### config.mk
export PLATFORM = sky130hd
export DESIGN_NAME = mem_access_stage
export DESIGN_NICKNAME = d
export VERILOG_FILES = /design/src/rtl/mem_access_def.sv /design/src/rtl/mem_lane_align.sv /design/src/rtl/mem_access_stage.sv
export SDC_FILE = /design/constraint.sdc
export NUM_CORES = 1
export LEC_CHECK = 0
export CORE_ASPECT_RATIO = 0.9
export CORE_MARGIN = 1.5
export CORE_UTILIZATION = 44
export DETAILED_ROUTE_END_ITERATION = 8
export MAX_ROUTING_LAYER = met4
export PLACE_DENSITY = 0.85
export SYNTH_ARGS = -nofsm -noshare
export SYNTH_HDL_FRONTEND = slang
export SYNTH_HIERARCHICAL = 1
export SYNTH_SLANG_ARGS = --single-unit
export TNS_END_PERCENT = 100
### constraint.sdc
create_clock -name clk -period 1.8 [get_ports clk]
set_input_delay 0.36 -clock clk [delete_from_list [all_inputs] [get_ports clk]]
set_output_delay 0.36 -clock clk [all_outputs]
set_load 0.005 [all_outputs]
### src/rtl/mem_access_def.sv
// Shared load/store definitions: funct3 access-size codes, size decode
// helpers and the mem_access_stage FSM state encoding.
package mem_access_def;

  // funct3 access size / signedness codes
  localparam logic [2:0] MEM_B  = 3'b000;
  localparam logic [2:0] MEM_H  = 3'b001;
  localparam logic [2:0] MEM_W  = 3'b010;
  localparam logic [2:0] MEM_BU = 3'b100;
  localparam logic [2:0] MEM_HU = 3'b101;

  // Load/store stage FSM states
  localparam logic [1:0] ST_IDLE = 2'd0;
  localparam logic [1:0] ST_REQ  = 2'd1;
  localparam logic [1:0] ST_RESP = 2'd2;

  typedef enum logic [1:0] {
    SZ_B = 2'd0,
    SZ_H = 2'd1,
    SZ_W = 2'd2
  } mem_size_e;

  // Reserved funct3 encodings fall back to a full-word access
  function automatic mem_size_e decode_size(input logic [2:0] f3);
    case (f3)
      MEM_B, MEM_BU: decode_size = SZ_B;
      MEM_H, MEM_HU: decode_size = SZ_H;
      MEM_W:         decode_size = SZ_W;
      default:       decode_size = SZ_W;
    endcase
  endfunction

  function automatic logic is_unsigned(input logic [2:0] f3);
    is_unsigned = (f3 == MEM_BU) || (f3 == MEM_HU);
  endfunction

  // Halfword needs a[0]=0, word needs a[1:0]=0
  function automatic logic is_misaligned(input logic [2:0] f3, input logic [1:0] a);
    case (decode_size(f3))
      SZ_H:    is_misaligned = a[0];
      SZ_W:    is_misaligned = |a;
      default: is_misaligned = 1'b0;
    endcase
  endfunction

endpackage

### src/rtl/mem_lane_align.sv
// Byte-lane alignment for the load/store stage. Purely combinational.
// Store side (LOAD_SIDE=0): replicates store data into the selected lanes.
// Load side  (LOAD_SIDE=1): extracts the selected lane and sign/zero-extends.
// Both sides produce the byte enables for the access.
module mem_lane_align
  import mem_access_def::*;
#(
  parameter int XLEN      = 32,
  parameter bit LOAD_SIDE = 1'b0
) (
  input  logic [2:0]      funct3,
  input  logic [1:0]      addr_lo,
  input  logic [XLEN-1:0] data_in,
  output logic [3:0]      be,
  output logic [XLEN-1:0] data_out
);

  mem_size_e       sz;
  logic            uns;
  logic [7:0]      byte_lane;
  logic [15:0]     half_lane;
  logic [XLEN-1:0] store_val;
  logic [XLEN-1:0] load_val;

  assign sz        = decode_size(funct3);
  assign uns       = is_unsigned(funct3);
  assign byte_lane = data_in[{addr_lo, 3'b000} +: 8];
  assign half_lane = addr_lo[1] ? data_in[31:16] : data_in[15:0];

  // Each byte lane picks its source byte from the access size
  for (genvar gi = 0; gi < 4; gi++) begin : g_lane
    assign store_val[8*gi +: 8] = (sz == SZ_B) ? data_in[7:0] :
                                  (sz == SZ_H) ? data_in[8*(gi%2) +: 8] :
                                                 data_in[8*gi +: 8];
  end

  // Byte enables and extended load value from size and low address bits
  always_comb begin
    be       = 4'b1111;
    load_val = data_in;
    case (sz)
      SZ_B: begin
        be       = 4'b0001 << addr_lo;
        load_val = {{24{~uns & byte_lane[7]}}, byte_lane};
      end
      SZ_H: begin
        be       = 4'b0011 << {addr_lo[1], 1'b0};
        load_val = {{16{~uns & half_lane[15]}}, half_lane};
      end
      default: begin
        be       = 4'b1111;
        load_val = data_in;
      end
    endcase
  end

  assign data_out = LOAD_SIDE ? load_val : store_val;

endmodule

### src/rtl/mem_access_stage.sv
// Load/store stage: runs one req/ack data-memory transaction per load or
// store, passes ALU ops straight through, and emits one write-back beat per
// accepted instruction.
// Optional feature: define MEM_ACCESS_MISALIGN_TRAP_EN to trap misaligned
// H/W accesses (exc_misalign pulse instead of a memory request).
module mem_access_stage
  import mem_access_def::*;
#(
  parameter int XLEN    = 32,
  parameter int RD_BITS = 5
) (
  input  logic               clk,
  input  logic               rst,
  input  logic               in_valid,
  output logic               in_ready,
  input  logic [XLEN-1:0]    alu_result,
  input  logic [XLEN-1:0]    store_data,
  input  logic               mem_read,
  input  logic               mem_write,
  input  logic [2:0]         funct3,
  input  logic [RD_BITS-1:0] rd_in,
  input  logic               reg_write_in,
  output logic               dmem_req,
  output logic               dmem_we,
  output logic [XLEN-1:0]    dmem_addr,
  output logic [3:0]         dmem_be,
  output logic [XLEN-1:0]    dmem_wdata,
  input  logic               dmem_ack,
  input  logic [XLEN-1:0]    dmem_rdata,
  output logic               wb_valid,
  output logic [RD_BITS-1:0] wb_rd,
  output logic               wb_we,
  output logic [XLEN-1:0]    wb_data,
  output logic               exc_misalign,
  output logic [XLEN-1:0]    exc_addr
);

  logic [1:0]         state_reg, state_next;
  logic [XLEN-1:0]    addr_reg;
  logic [XLEN-1:0]    store_data_reg;
  logic [2:0]         funct3_reg;
  logic [RD_BITS-1:0] rd_reg;
  logic               reg_write_reg;
  logic               is_store_reg;
  logic [XLEN-1:0]    wb_data_reg;
  logic               trap_now;
  logic               in_req;
  logic               in_resp;
  logic [3:0]         store_be, load_be;
  logic [XLEN-1:0]    store_wdata, load_data;

`ifdef MEM_ACCESS_MISALIGN_TRAP_EN
  logic misalign_reg;
  assign trap_now = (mem_read | mem_write) & is_misaligned(funct3, alu_result[1:0]);
`else
  assign trap_now = 1'b0;
`endif

  assign in_ready = (state_reg == ST_IDLE);
  assign in_req   = (state_reg == ST_REQ);
  assign in_resp  = (state_reg == ST_RESP);

  // Store-side lanes: enables and replicated write data from latched operands
  mem_lane_align #(.XLEN(XLEN), .LOAD_SIDE(1'b0)) u_store_align (
    .funct3   (funct3_reg),
    .addr_lo  (addr_reg[1:0]),
    .data_in  (store_data_reg),
    .be       (store_be),
    .data_out (store_wdata)
  );

  // Load-side lanes: enables and extended read data
  mem_lane_align #(.XLEN(XLEN), .LOAD_SIDE(1'b1)) u_load_align (
    .funct3   (funct3_reg),
    .addr_lo  (addr_reg[1:0]),
    .data_in  (dmem_rdata),
    .be       (load_be),
    .data_out (load_data)
  );

  // Next-state: memory ops wait in REQ for ack, everything else goes to RESP
  always_comb begin
    state_next = state_reg;
    case (state_reg)
      ST_IDLE: begin
        if (in_valid) begin
          if ((mem_read || mem_write) && !trap_now) state_next = ST_REQ;
          else                                      state_next = ST_RESP;
        end
      end
      ST_REQ:  if (dmem_ack) state_next = ST_RESP;
      ST_RESP: state_next = ST_IDLE;
      default: state_next = ST_IDLE;
    endcase
  end

  // State, operand latch on accept, write-back data capture
  always_ff @(posedge clk) begin
    if (rst) begin
      state_reg      <= ST_IDLE;
      addr_reg       <= '0;
      store_data_reg <= '0;
      funct3_reg     <= '0;
      rd_reg         <= '0;
      reg_write_reg  <= 1'b0;
      is_store_reg   <= 1'b0;
      wb_data_reg    <= '0;
`ifdef MEM_ACCESS_MISALIGN_TRAP_EN
      misalign_reg   <= 1'b0;
`endif
    end else begin
      state_reg <= state_next;
      if (in_ready && in_valid) begin
        addr_reg       <= alu_result;
        store_data_reg <= store_data;
        funct3_reg     <= funct3;
        rd_reg         <= rd_in;
        reg_write_reg  <= reg_write_in;
        is_store_reg   <= mem_write;
        wb_data_reg    <= alu_result;
`ifdef MEM_ACCESS_MISALIGN_TRAP_EN
        misalign_reg   <= trap_now;
`endif
      end
      if (in_req && dmem_ack) wb_data_reg <= load_data;
    end
  end

  // Memory request outputs are held stable for the whole REQ state
  assign dmem_req   = in_req;
  assign dmem_we    = in_req & is_store_reg;
  assign dmem_addr  = in_req ? {addr_reg[XLEN-1:2], 2'b00} : '0;
  assign dmem_be    = in_req ? (is_store_reg ? store_be : load_be) : 4'b0000;
  assign dmem_wdata = in_req ? store_wdata : '0;

`ifdef MEM_ACCESS_MISALIGN_TRAP_EN
  assign wb_valid     = in_resp & ~misalign_reg;
  assign exc_misalign = in_resp & misalign_reg;
  assign exc_addr     = exc_misalign ? addr_reg : '0;
`else
  assign wb_valid     = in_resp;
  assign exc_misalign = 1'b0;
  assign exc_addr     = '0;
`endif

  assign wb_we   = wb_valid & reg_write_reg & ~is_store_reg;
  assign wb_rd   = rd_reg;
  assign wb_data = wb_data_reg;

endmodule
==> results of run 1 <==
[cells by family after synthesis]
| kind of cell | Yosys count |
|---|---|
| other | 1 |
| muxes | 39 |
| buffers and inverters | 113 |
| DFF | 108 |
| and+or+nand+nor | 353 |
| AOI/OAI and AO/OA | 196 |
[metrics by stage]
stage	setup TNS [ns]	util [%]	hold WS, ns	setup WS [ns]
floorplan	0	-	0.432	0.210
global placement	-5.47	65.2	0.437	-0.176
detailed placement	-8.52	65.2	0.442	-0.210
CTS	-4.43	71.1	0.407	-0.220
global route	-6.10	75.1	0.418	-0.244
finish	-3.14	75.1	0.420	-0.198
[layout make-up]
type | count | share of cell area (%)
timing repair buffer | 354 | 35.8
multi-input combinational | 623 | 37.5
sequential | 108 | 21.3
inverter | 4 | 0.283
clock buffer | 10 | 2.35
tap | 189 | 2.32
clock inverter | 6 | 0.455
[cell usage after synthesis (all sizes together)]
cell type    n  area [um2]
nor2b       16         103
a311oi      24         210
a22oi        1        21.3
and3b        2        17.5
nor3b        1        12.5
or3b         1        8.76
and2b        1        7.51
nand3b       1        7.51
nor2        37         149
a211oi       1        7.51
and2        70         438
o21bai       2        15.0
a32oi        1        27.5
a2bb2oi      1        8.76
mux2        19         221
o22a         1        8.76
a21o         2        15.0
nor4         1        12.5
inv          4        15.0
o211ai       7        52.6
a31oi        8        50.1
nand3        8        40.0
clkbuf      28         106
nand2      206         773
nand2b       6        45.0
conb         1        3.75
nor4b        2        17.5
o221ai      14         123
nor3         1        5.00
a21oi      123         627
buf         81         601
dfxtp      108        2160
o21ba        1        10.0
o21ai       10        80.1
mux2i       20         200
[placed cells by master (no fill, tap or decap), types with 16 or more instances in the layout]
cell / count
nand2_1: 203
clkdlybuf4s50_1: 146
a21oi_1: 120
dfxtp_1: 103
buf_6: 75
buf_4: 72
and2_4: 45
conb_1: 35
nor2_1: 33
and2_1: 25
a311oi_1: 24
buf_2: 21
mux2_4: 16
[worst max-delay path: cells and delay by family (launching register included)]
| kind | cells | cell delay (ns) |
|---|---|---|
| mux | 1 | 0.30 |
| buf+inv | 3 | 0.35 |
| simple gates | 2 | 0.26 |
| flops | 1 | 0.38 |
[timing repair]
action,in CTS,in global routing
setup endpoints to repair,80,100
pin swaps,38,53
cloned,6,4
setup buffers,31,16
resized for setup,365,115
[power groups by stage]
stage	clock network [mW]	logic, mW	registers [mW]
after floorplan	0	0.966	2.71
after global placement	0	1.77	2.73
after detailed placement	0	1.80	2.73
after CTS	1.97	2.05	2.69
after global routing	2.08	2.40	2.72
final	1.95	2.26	2.70
[worst min path at each step]
stage | startpoint | end | slack (ns) | depth (start not counted)
floorplan | addr_reg[10]$_SDFFE_PP0P_ | addr_reg[10]$_SDFFE_PP0P_ | 0.43 | 2
global placement | addr_reg[6]$_SDFFE_PP0P_ | addr_reg[6]$_SDFFE_PP0P_ | 0.44 | 2
detailed placement | addr_reg[18]$_SDFFE_PP0P_ | addr_reg[18]$_SDFFE_PP0P_ | 0.44 | 2
CTS | rst | wb_rd[4]$_SDFFE_PP0P_ | 0.41 | 2
global route | rst | wb_rd[0]$_SDFFE_PP0P_ | 0.42 | 2
finish | rst | wb_rd[4]$_SDFFE_PP0P_ | 0.42 | 2
[per-layer routing]
metal	vias up	global-route usage, %	wire length (um)
li1	3253	-	-
met1	3256	39.5	10000
met2	329	47.5	11300
met3	60	6.14	1620
met4	0	12.8	720
met5	-	-	0
==> impl_metrics.env, run 1 <==
export IMPL_status="finished with violations"
export IMPL_violations="setup timing"
export IMPL_drtPass1Iterations=5
export IMPL_antenna_cells=0
export IMPL_area_growth_pct=64.2
export IMPL_filler_cell_count=1009
export IMPL_clk_path_buf_depth=2
export IMPL_core_rowCount=40
export IMPL_synth_adder_area_share_pct=0
export IMPL_hpwlAfterDp_um=15600
export IMPL_synth_xor_area_share_pct=0
export IMPL_core_um2=13600
export IMPL_syn_instance_count=810
export IMPL_initial_core_util_pct=45.7
export IMPL_tritoncts_num_sinks=108
export IMPL_cp_common_cell="buf_6"
export IMPL_final_min_clock_period_ns=2.00
export IMPL_via_count=6898
export IMPL_wire_per_inst_um=18.3
export IMPL_grt_antenna_before_repair=0
export IMPL_p_int_mw=4.80
export IMPL_input_output_buffers=218
export IMPL_die_area_um2=14800
export IMPL_fin_crit_sh_pct=111
export IMPL_hold_viol_final=0
export IMPL_synth_top_family_by_area="simple AND/OR/NAND/NOR gates"
export IMPL_rsz0062_at_grt="true"
export IMPL_synth_cell_type_count=47
export IMPL_dieHeight_um=116
export IMPL_netSwitchingFraction_pct=30.6
export IMPL_compound_gate_portion_of_the_synthesized_area_pct=20.3
export IMPL_cts_hold_buffers_added=0
export IMPL_critPathLaunchType="flip-flop"
export IMPL_crit_required_ns=1.44
export IMPL_clock_power_share_pct=28.2
export IMPL_fmax_ghz=0.500
export IMPL_power_ir_vdd_worst_mv=0.656
export IMPL_drt_drc_violations_left=0
export IMPL_multiInputGateArea_um2=3820
export IMPL_net_switching_power_mw=2.11
export IMPL_sequential_cell_area_um2=2170
export IMPL_synth_mux_area_share_pct=6.80
export IMPL_worst_setup_path_type="reg2out"
export IMPL_final_antenna_net_count=0
export IMPL_final_max_slew_violation_count=0
export IMPL_globalplace_congestion=1.05
export IMPL_synth_warning_count=6
export IMPL_dr_first_iter_drc_count=507
export IMPL_overflow=0
export IMPL_ff2ff_path_depth=9
export IMPL_timing_rr_end="wb_data[14]$_SDFFE_PP0P_"
export IMPL_yosys_area_share_simple_pct=26.4
export IMPL_seqPwrFrac_pct=39.1
export IMPL_crit_path_start="funct3_reg[1]$_SDFFE_PP0P_"
export IMPL_hold_removal_path_class="in2reg"
export IMPL_dpl_cell_count=1228
export IMPL_io_pin_count=254
export IMPL_grt_start_max_net_pins=43
export IMPL_netlist_area_before_placement_um2=6200
export IMPL_critPathCapture="dmem_wdata[13]"
export IMPL_cpMaxStageDelayCell="dfxtp_4"
export IMPL_worst_endpoint_arrival_ns=1.64
export IMPL_drv_cap=0
export IMPL_grt_pass1_wl_um=34400
export IMPL_power_mw=6.91
export IMPL_cell_leakage_power_nw=4.23
export IMPL_rrSetupSlack_ns=0
export IMPL_crit_path_cell_trace="nor2_4 -> buf_12 -> buf_6 -> mux2_4 -> and2_4 -> buf_6"
export IMPL_synth_avg_cell_area_um2=7.66
export IMPL_final_cells=1294
export IMPL_first_global_vias=6588
export IMPL_drt_total_wl_um=23700
export IMPL_cts_buffers_inserted=9
export IMPL_placed_instance_area_um2=8840
export IMPL_critical_path_peak_fanout=8
export IMPL_cts_tree="built"
export IMPL_combPwrFrac_pct=32.7
export IMPL_fin_skew_ns=0.00744
export IMPL_maximum_cell_stage_delay_along_the_critical_path_ns=0.38
export IMPL_design_area_um2=10200
export IMPL_final_setup_viol_count=34
export IMPL_finalNetCount=1211
export IMPL_clk_insertion_delay_late_ns=0.35
export IMPL_critPathCaptureType="output pin"
export IMPL_setup_slack_ns=-0.198
export IMPL_ys_ff_latch=108
export IMPL_dieWidth_um=128
export IMPL_htreeDepth=3
export IMPL_synth_seq_area_share_pct=34.9
export IMPL_r2r_start="funct3_reg[0]$_SDFFE_PP0P_"
export IMPL_power_density_nw_per_um2=678
export IMPL_drive_above_1_share_pct=30.9
export IMPL_path_clk_slew_ns=0.08
export IMPL_library_cell_used_as_clock_root_buffer="clkbuf_16"
export IMPL_post_drt_via_cell_ratio=5.33
export IMPL_grt_util_all_layers_pct=30.8
Power figures use the tool's default switching activity.
==> run 2, diff against run 1 <==
CTS_CLUSTER_DIAMETER = 150   (was not set)
SLEW_MARGIN = 0   (was not set)
==> results of run 2 <==
Same layout as run 1: the final DEF is identical, and so are final timing and power.
